--- config.mk ---
export PLATFORM = sky130hd
export DESIGN_NAME = inv_fleet_ctrl
export DESIGN_NICKNAME = d
export VERILOG_FILES = /design/src/rtl/inv_fleet_ctrl.sv
export SDC_FILE = /design/constraint.sdc
export NUM_CORES = 1
export LEC_CHECK = 0
export BUFFER_PORTS_ARGS = -buffer_cell sky130_fd_sc_hd__buf_2
export CAP_MARGIN = 30
export CORE_ASPECT_RATIO = 1.2
export CORE_MARGIN = 3
export CORE_UTILIZATION = 55
export CTS_CLUSTER_DIAMETER = 50
export DETAILED_ROUTE_END_ITERATION = 7
export PLACE_DENSITY_LB_ADDON = 0.3
export SYNTH_ARGS = -nofsm -noshare
export SYNTH_HDL_FRONTEND = slang
export SYNTH_SLANG_ARGS = --single-unit
--- constraint.sdc ---
create_clock -name clk -period 3.45 [get_ports clk]
set_input_delay 0.345 -clock clk [delete_from_list [all_inputs] [get_ports clk]]
set_output_delay 0.345 -clock clk [all_outputs]
set_load 0.005 [all_outputs]
--- src/rtl/inv_fleet_ctrl.sv ---
// inv_fleet_ctrl: movement sequencer for the invader formation.
// Divides clk down to a programmable step rate and, on each step, issues a
// single one-cycle shift pulse (right, left or down) that every ship sees.
// The formation sweeps horizontally, descends DOWN_STEPS rows at each edge,
// reverses, and freezes for good once any ship reports line_crossed.
module inv_fleet_ctrl #(
  parameter int X_MIN      = 0,
  parameter int X_MAX      = 240,
  parameter int START_X    = 120,
  parameter int STEP_DIV   = 400000,
  parameter int DOWN_STEPS = 15
) (
  input  logic        clk,
  input  logic        on_sw,
  input  logic        en,
  input  logic [2:0]  speed_lvl,
  input  logic        line_crossed,
  output logic        shift_right,
  output logic        shift_left,
  output logic        shift_down,
  output logic [10:0] fleet_x,
  output logic [10:0] rows_down,
  output logic        dir_left,
  output logic        halted
);

  typedef enum logic [2:0] {MOVE_R, DOWN_R, MOVE_L, DOWN_L, HALT} state_t;

  localparam int          DW          = $clog2(DOWN_STEPS + 1);
  localparam logic [23:0] STEP_DIV_W  = 24'(STEP_DIV);
  localparam logic [10:0] X_MIN_W     = 11'(X_MIN);
  localparam logic [10:0] X_MAX_W     = 11'(X_MAX);
  localparam logic [10:0] START_X_W   = 11'(START_X);
  localparam logic [DW-1:0] DOWN_W    = DW'(DOWN_STEPS);

  state_t          state;
  logic [23:0]     step_cnt;
  logic [DW-1:0]   down_cnt;
  logic [23:0]     div;
  logic            tick;
  logic [10:0]     rows_inc;

  // Step divider compare; >= so a mid-count speed-up ticks at once instead of wrapping.
  assign div      = STEP_DIV_W >> speed_lvl;
  assign tick     = (step_cnt >= div - 24'd1);
  // Descent counter saturates rather than wrapping back to zero.
  assign rows_inc = (rows_down == 11'h7FF) ? rows_down : rows_down + 11'd1;

  // Sequencer: divider, state machine and all registered outputs in one block.
  always_ff @(posedge clk or negedge on_sw) begin
    if (!on_sw) begin
      state       <= MOVE_R;
      fleet_x     <= START_X_W;
      rows_down   <= '0;
      step_cnt    <= '0;
      down_cnt    <= '0;
      shift_right <= 1'b0;
      shift_left  <= 1'b0;
      shift_down  <= 1'b0;
      dir_left    <= 1'b0;
      halted      <= 1'b0;
    end else begin
      // NOTE: non-blocking throughout, so every branch sees the pre-edge values and
      // these defaults are simply overridden below; that keeps each pulse one clock wide.
      shift_right <= 1'b0;
      shift_left  <= 1'b0;
      shift_down  <= 1'b0;
      if (line_crossed) begin
        // Freeze wins over a coincident tick: no pulse, position untouched.
        state  <= HALT;
        halted <= 1'b1;
      end else if (state != HALT && en) begin
        if (!tick) begin
          step_cnt <= step_cnt + 24'd1;
        end else begin
          step_cnt <= '0;
          case (state)
            MOVE_R: begin
              if (fleet_x < X_MAX_W) begin
                shift_right <= 1'b1;
                fleet_x     <= fleet_x + 11'd1;
              end else begin
                shift_down <= 1'b1;
                rows_down  <= rows_inc;
                down_cnt   <= DW'(1);
                state      <= DOWN_R;
                dir_left   <= 1'b1;
              end
            end
            DOWN_R: begin
              if (down_cnt < DOWN_W) begin
                shift_down <= 1'b1;
                rows_down  <= rows_inc;
                down_cnt   <= down_cnt + DW'(1);
              end else begin
                shift_left <= 1'b1;
                fleet_x    <= fleet_x - 11'd1;
                down_cnt   <= '0;
                state      <= MOVE_L;
              end
            end
            MOVE_L: begin
              if (fleet_x > X_MIN_W) begin
                shift_left <= 1'b1;
                fleet_x    <= fleet_x - 11'd1;
              end else begin
                shift_down <= 1'b1;
                rows_down  <= rows_inc;
                down_cnt   <= DW'(1);
                state      <= DOWN_L;
                dir_left   <= 1'b0;
              end
            end
            DOWN_L: begin
              if (down_cnt < DOWN_W) begin
                shift_down <= 1'b1;
                rows_down  <= rows_inc;
                down_cnt   <= down_cnt + DW'(1);
              end else begin
                shift_right <= 1'b1;
                fleet_x     <= fleet_x + 11'd1;
                down_cnt    <= '0;
                state       <= MOVE_R;
              end
            end
            default: ;
          endcase
        end
      end
    end
  end

endmodule

### Yosys cells after proc, flatten, opt, wreduce, memory -nomap -nowiden

Cells that the tools add are included.

* bits in registers: 58
* input bits: 7
* output and inout bits: 27

* add/subtract/negate cells: 6
* magnitude comparators: 4
* equality and inequality tests: 16
* shift operators: 1
* mux-type cells: 44
* bitwise operators: 1
* reduce and logical (&&, ||, !) cells: 15

Operators by type and width (number)
* 11-bit two-way mux: 8
* 11-bit case mux with 4 select lines: 1
* 11-bit case mux with 3 select lines: 1
* 24-bit by 1-bit adder with 24-bit output, second input constant: 1
* 24-bit greater-or-equal comparator: 1
* 24-bit two-way mux: 1
* 19-bit by 3-bit right shift with 24-bit output, first input constant: 1
* 24-bit by 1-bit subtractor with 24-bit output, second input constant: 1
* 11-bit by 1-bit adder with 11-bit output, second input constant: 2
* 3-bit two-way mux: 7
* 1-bit two-way mux: 17
* 3-bit != test, second input constant: 5
* 7-bit AND reduction: 2
* 4-bit two-way mux: 3
* 2-bit != test, second input constant: 6
* 3-bit case mux with 4 select lines: 1
* 4-bit case mux with 3 select lines: 1
* 6-bit AND reduction: 2
* 11-bit equality test, second input constant: 1
* 11-bit by 1-bit > comparator with 1-bit output, second input constant: 1
* 11-bit by 8-bit less-than comparator with 1-bit output, second input constant: 1
* 11-bit by 1-bit subtractor with 11-bit output, second input constant: 1
* 8-bit AND reduction: 1
* 3-bit by 2-bit equality test with 1-bit output, second input constant: 2
* other kinds (15): 19

### Longest topological paths before layout

Gate-level depths: netlist (run 1).

* word-level depth: 6
* depth in mapped cells: 17
* gate-level depth less buffers: 16

### Worst setup path before layout (run 1)

No wires, ideal clock.

* path kind: input to register
* start point: in speed_lvl[2]
* end point: reg fleet_x[1]
* library setup time: 125 ps
* data arrival time: 3773 ps
* setup slack: -448 ps
* stages on the path: 14
* cells stage by stage: buf_2 inv_1 or4_1 nor4_1 nand2_1 xor2_1 ha_1 nand4_1 nor4_2 nand3_1 o211ai_2 o211a_1 buf_4 mux2_2

* cells in the longest elaborated chain, start to end: 4

RTL lines
* start: declaration: RTL line 16 `input logic [2:0] speed_lvl,`
* 19-bit by 3-bit right shift with 24-bit output: RTL line 44 `assign div = STEP_DIV_W >> speed_lvl;`
* 24-bit by 1-bit subtractor with 24-bit output: RTL line 45 `assign tick = (step_cnt >= div - 24'd1);`
* 24-bit greater-or-equal comparator: RTL line 45
* 8-bit AND reduction (no source line)
* end signal: assignment: RTL line 81 `fleet_x <= fleet_x + 11'd1;`
* end signal: assignment: RTL line 97 `fleet_x <= fleet_x - 11'd1;`
* end signal: assignment: RTL line 105 `fleet_x <= fleet_x - 11'd1;`
* end: declaration: RTL line 21 `output logic [10:0] fleet_x,`

Every way passes these cells.
A chain may end at the register's enable or synchronous reset.

### Final worst setup path (run 1)

* start point: in speed_lvl[1]
* end point: reg rows_down[1]

* cells in the longest elaborated chain, start to end: 4

RTL lines
* 19-bit by 3-bit right shift with 24-bit output: RTL line 44
* 24-bit by 1-bit subtractor with 24-bit output: RTL line 45
* 24-bit greater-or-equal comparator: RTL line 45
* 7-bit AND reduction (no source line)
* end signal: assignment: RTL line 84 `rows_down <= rows_inc;`
* end signal: assignment: RTL line 93 `rows_down <= rows_inc;`
* end signal: assignment: RTL line 108 `rows_down <= rows_inc;`
* end: declaration: RTL line 22 `output logic [10:0] rows_down,`

Every way passes these cells.

==> results.toml, run 1 <==
[setup_path]
cp-end-kind = "flip-flop"
worstSetupStartpointType = "input pin"
cp_data_arrival_time_ns = 3.73
critPathMaxFanout = 6
cp.required_ns = 3.67
path_class = "in -> reg"

[die]
rows = 33
ios = 34
core_um2 = 6895
dieArea_um2 = 8232
die_width_um = 83.33
start_util = 0.5723
die_y_um = 98.79

[sta]
hold_viol_final = 0
slew_headroom = 0.5683
fmax_mhz = 285.1
period_minus_slack_ns = 3.508
slew_viol_final = 0
finalSetupViolCount = 10
rsz0062_at_grt = "true"
skew_ns = 0.009764
min_period_over_period = 1.017
tightest_slew_ns = 0.6475
fin_ws_ns = -0.05804

[placed_design]
gp_congestion = 0.8722
dp.cells = 555
dp_hpwl_mm = 6.312
place_ws_ns = -0.3401
io_buffers = 33

[finish]
drive_gt1_frac = 0.2788
n_antenna_cell = 0
fill_cells = 494
regArea_um2 = 1456
nets = 541
syn_to_final_growth_pct = 25.65
instances_no_fill = 582
multiInputGateArea_um2 = 2572

[synth]
synth_top_family_by_area = "simple AND/OR/NAND/NOR gates"
syn_area_um2 = 3946
syn_inst = 415
synth_common_cells = "dfrtp_1 (54), nor2_1 (47), ha_1 (43)"
synth.most_common_cell = "dfrtp_1"
synth_compound_area_frac = 0.1103
synth-seq-area-share = 0.3691
syn_nets = 466
yosys.area_share.adder = 0.1414
synth_top_cell_by_area = "dfrtp_1"
synth_simple_gate_area_frac = 0.2172
synth_flop_cell = "dfrtp_1"
ys_types = 52
yosys.area.top_type_share = 0.3424
synthArstFlopShare = 1.000
yosys_warnings = 0
synthTopCellsByArea = "dfrtp_1 (34%), ha_1 (14%), xor2_1 (6.4%), nor2_1 (4.5%), xnor2_1 (3.6%)"
synth-seq-cells = 58
synth_edf_count = 0
muxShareOfSynthArea = 0.03583
synth_xor_area_frac = 0.09987
syn_avg_cell_area_um2 = 9.509

[routing]
top_layer = "met4"
ant_nets = 0
dr_wl_met2_mm = 4.874
drt-wirelength-per-cell_um = 15.82
vias_per_cell = 5.742
first_iter_violations = 152
wl_met1_mm = 3.765
drt-pass1-iter-count = 4
routed_wl_mm = 9.205
drc = 0
dr_total_vias = 3342
dr_wl_met3_um = 293

[clock_network]
cts.htree.levels = 3
clock-sinks = 58
cts.path.max_buffers = 2
numCtsBuffers = 9
root_buffer = "clkbuf_8"
clock_latency_ns = 0.34
cts_tree = "built"
clk_pin_slew_worst_paths_ns = 0.07

[power_and_ir_drop]
total_power_mw = 1.515
power.density_nw_per_um2 = 305.6
p_leak_nw = 2.438
peakVddDrop_uv = 343.0

[grt]
overflow = 0
grt_pass1_wl_mm = 14.96
track_usage = 0.2206
grt_pass1_vias = 3355
grt_max_degree = 31
antenna_found_initial = 0

[status]
run_status = "complete, but fails checks"
violations = "setup timing"

[hold_path]
hold_path.class = "in -> async"

[job]
maxCapViolCount = 0
==> report_power, final <==
group | leakage (nW) | internal [mW] | switching, mW
combinational | 1.55 | 0.0641 | 0.0775
sequential | 0.779 | 0.684 | 0.00469
clock | 0.113 | 0.406 | 0.279
total | 2.44 | 1.15 | 0.362
==> path summary, 6_finish.rpt <==
check | from | endpoint | slack [ns] | cells past startpoint
max | speed_lvl[1] | rows_down[1] | -0.06 | 16
min | on_sw | step_cnt[19] | 0.03 | 1
max reg2reg | state[1] | fleet_x[9] | 0.41 | 11
min reg2reg | halted | halted | 0.47 | 1
max in group asynchronous | on_sw | down_cnt[1] | 2.76 | 2
min in group clk | line_crossed | state[0] | 0.26 | 2
==> critical path: stages <==
cell	delay (ns)
buf_8	0.08
clkinvlp_4	0.14
ha_4	0.19
or4_4	0.50
nor4_4	0.35
nand2_1	0.11
xor2_1	0.16
ha_1	0.30
nand4_1	0.17
nor4_2	0.25
nand3_1	0.11
o211ai_2	0.17
buf_6	0.16
o211ai_4	0.16
nor2_4	0.20
mux2_4	0.31
==> registers in the layout, indices dropped and copies added (netlist names) <==
register and count:
step_cnt 24, rows_down 11, state 3, fleet_x 11
shift_down 1, down_cnt 4, dir_left 1, halted 1
shift_left 1, shift_right 1
==> stage by stage <==
stage | cell area, um^2 | hold WS [ns] | util | setup TNS (ns)
3_3_place_gp | 4492 | 0.3982 | 0.6514 | -5.912
6_report | 4959 | 0.02521 | 0.7191 | -0.2877
2_1_floorplan | 4019 | 0.04941 | - | -0.2553
4_1_cts | 4716 | 0.03421 | 0.6839 | 0
3_5_place_dp | 4492 | 0.4086 | 0.6514 | -12.50
5_1_grt | 4959 | 0.07434 | 0.7191 | -4.806
==> cell families after synthesis <==
| family | after synthesis |
|---|---|
| AO/OA/AOI/OAI | 68 |
| XOR/XNOR | 45 |
| adder cells (fa/ha/maj) | 44 |
| buffers and inverters | 24 |
| flip-flops | 58 |
| multiplexers | 13 |
| AND/OR/NAND/NOR | 163 |
==> cells in the final DEF, fill, tap and decap left out, types with 3 or more instances in the layout <==
cell,instances
a21o_1,5
a21oi_1,24
a31oi_1,4
and3_1,7
and4_1,3
buf_2,32
buf_4,34
buf_8,3
clkbuf_8,9
clkinv_2,3
dfrtp_1,54
dfstp_2,4
ha_1,41
inv_1,10
mux2_4,9
mux2i_1,4
nand2_1,26
nand2b_1,7
nand3_1,19
nand4_1,8
nor2_1,46
nor2b_1,6
nor3_1,12
nor3b_1,3
nor4_1,3
nor4_4,3
o21ai_0,11
o21ai_2,3
or2_2,3
xnor2_1,15
xor2_1,29
==> area by class of cell <==
| class | count | share of cell area |
|---|---|---|
| Sequential cell | 58 | 0.2937 |
| Inverter | 13 | 0.01136 |
| Clock inverter | 7 | 0.01867 |
| Timing Repair Buffer | 74 | 0.1105 |
| Multi-Input combinational cell | 334 | 0.5188 |
| Clock buffer | 9 | 0.02498 |
| Tap cell | 87 | 0.02195 |
==> routing by layer <==
metal,vias up,global-route usage
li1,1625,-
met1,1627,0.2578
met2,66,0.3951
met3,24,0.03930
met4,0,0.09686
met5,-,0
==> what timing repair did <==
action | CTS | global route
hold buffers | 0 | 0
endpoints found under the setup margin | 2 | 51
setup buffers | 1 | 7
pin swaps | 0 | 19
resized for setup | 0 | 41
gates cloned | 0 | 3
Power figures use the tool's default switching activity.
==> run 2, diff against run 1 <==
- CORE_UTILIZATION: 55 -> 60
==> run 2 against run 1 <==
The run now ends clean; clock power is 5.7% lower; fmax grew 3.0%; critical path depth grew 2; wire length is 2.2% lower; sequential power hardly changed; cell count is 2.4% lower; utilization rose by 5.9 points; flip-flop and latch count unchanged; global-route usage up 3.5 points; non-clock buffer count shrank 8; final area down 2.6%; sequential share of layout area is 0.78 points higher.
==> results.toml, run 2 (synthesized netlist as in run 1, its figures left out) <==
[setup_path]
cp_data_arrival_time_ns = 3.62
path_cells = "buf_8, clkinvlp_4, buf_6, buf_4, buf_4, ha_4, nor4_4, nand2_1, xor2_1, ha_1, nand4_1, nor4_2, nand3_1, o211ai_2, buf_6, o211a_1, buf_12, mux2_4"
worst-path-buf-inv = 7
critPathMaxFanout = 12
path_class = "in -> reg"
worstSetupStartpoint = "speed_lvl[1]"
slowest_delay_ns = 0.35
r2r_start = "state[0]"
r2r_cells = 11
r2r_slack_ns = 0.30
critPathSlowestCell = "nor4_4"
crit_end = "fleet_x[1]"
cp-end-kind = "flip-flop"
cp.required_ns = 3.66
crit_family = "simple AND/OR/NAND/NOR gates"
worstSetupStartpointType = "input pin"
r2r-end = "fleet_x[9]"
cp.depth = 18

[routing]
drt-pass1-iter-count = 4
vias_per_cell = 5.783
drc = 0
drt-wirelength-per-cell_um = 15.86
dr_total_vias = 3285
ant_nets = 0
routed_wl_mm = 9.007
first_iter_violations = 138

[finish]
layout_common_cells = "dfrtp_1 (54), nor2_1 (47), ha_1 (39)"
drive_gt1_frac = 0.2510
fill_cells = 430
nets = 533
syn_to_final_growth_pct = 22.42
largest_register_ffs = 24
regMostFlops = "step_cnt"
top_regs = "step_cnt (24), fleet_x (11), rows_down (11)"
layout_commonest_cell = "dfrtp_1"
n_antenna_cell = 0

[power_and_ir_drop]
power_frac_comb = 0.096
peakVddDrop_uv = 294.3
p_switching_uw = 340.6
power.density_nw_per_um2 = 305.5
sw_frac_of_total = 0.2307
p_leak_nw = 2.391
p_int_mw = 1.135
clockPowerShare = 0.438
seqPwrFrac = 0.467

[status]
run_status = "finished clean"

[sta]
finalSetupViolCount = 0
slew_viol_final = 0
hold_viol_final = 0
fmax_mhz = 293.6
skew_ns = 0.008020
min_period_over_period = 0.9873
rsz0062_at_grt = "true"
period_minus_slack_ns = 3.406
fin_hold_ws_ns = 0.03443
tightest_slew_ns = 0.6488
setup_tns_ns = 0
slew_headroom = 0.5675

[placed_design]
io_buffers = 33
dp_hpwl_mm = 6.374
gp_congestion = 0.8730

[die]
die_y_um = 94.84
die_width_um = 80.04
dieArea_um2 = 7591
rows = 31
start_util = 0.6359
core_um2 = 6206
ios = 34

[job]
maxCapViolCount = 0

[grt]
grt_max_degree = 32
track_usage = 0.2554
antenna_found_initial = 0
overflow = 0
grt_pass1_wl_mm = 15.02
grt_pass1_vias = 3397

[clock_network]
clock_latency_ns = 0.33
cts.path.max_buffers = 2
ctsHoldBuffers = 0
cts.htree.levels = 3
root_buffer = "clkbuf_8"
clock-sinks = 58
clk_pin_slew_worst_paths_ns = 0.06
numCtsBuffers = 9
cts_tree = "built"

[hold_path]
hold_path.class = "in -> async"
## run 2: how the worst min path moves through the flow
stage | from | end | slack (ns) | cells after the start
final | on_sw | rows_down[3] | 0.03 | 1
after global routing | on_sw | down_cnt[3] | 0.04 | 1
after CTS | on_sw | down_cnt[3] | 0.03 | 1
after detailed placement | on_sw | rows_down[3] | 0.39 | 1
after global placement | on_sw | rows_down[3] | 0.39 | 1
after floorplan | on_sw | dir_left | 0.05 | 0
## run 2: stage by stage
| stage | instances | total power [mW] | area, um^2 | setup WS (ns) | utilization |
|---|---|---|---|---|---|
| 2_1_floorplan | 415 | 0.7743 | 4019 | -0.04077 | - |
| 3_3_place_gp | 547 | 0.8261 | 4463 | -0.2387 | 0.7192 |
| 3_5_place_dp | 547 | 0.8310 | 4463 | -0.3552 | 0.7192 |
| 4_1_cts | 566 | 1.479 | 4738 | -0.04557 | 0.7635 |
| 5_1_grt | 568 | 1.537 | 4831 | -0.08331 | 0.7784 |
| 6_report | 568 | 1.476 | 4831 | 0.04393 | 0.7784 |
## run 2: cell type report
cell class | instances | area (um^2) | share of cell area
Clock inverter | 2 | 35.03 | 0.007252
Multi-Input combinational cell | 334 | 2541 | 0.5260
Sequential cell | 58 | 1456 | 0.3015
Inverter | 13 | 56.30 | 0.01166
Tap cell | 82 | 102.6 | 0.02124
Clock buffer | 13 | 168.9 | 0.03497
Timing Repair Buffer | 66 | 470.5 | 0.09738
## run 2: worst register-to-register path: stages, from the launching register on
cell and delay (ns):
dfrtp_1 0.64, xor2_1 0.21, nand2b_1 0.13, inv_1 0.31, ha_1 0.31, a21o_1 0.19, a211oi_1 0.30, o21ai_0 0.18
a31o_2 0.26, a21oi_1 0.17, xnor2_1 0.08, mux2_4 0.25
## run 2: power groups by stage
stage	clock network, mW	logic (mW)	registers (mW)
3_3_place_gp	0	0.125	0.701
6_report	0.646	0.141	0.689
3_5_place_dp	0	0.130	0.701
4_1_cts	0.655	0.135	0.688
5_1_grt	0.690	0.158	0.689
2_1_floorplan	0	0.0747	0.700
## run 2: routing by layer
layer  up-vias  GRT usage  wire length (um)
met4         0     0.1099               219
met2        66     0.4572              4860
met3        23    0.05057               265
met1      1588     0.2935              3662
li1       1608          -                 -
met5         -          0                 0
## run 2: what timing repair did
action	in CTS	in global routing
gates resized for setup	13	17
pin swaps	11	14
setup buffers	3	1
endpoints found under the setup margin	1	51
gates cloned	1	1
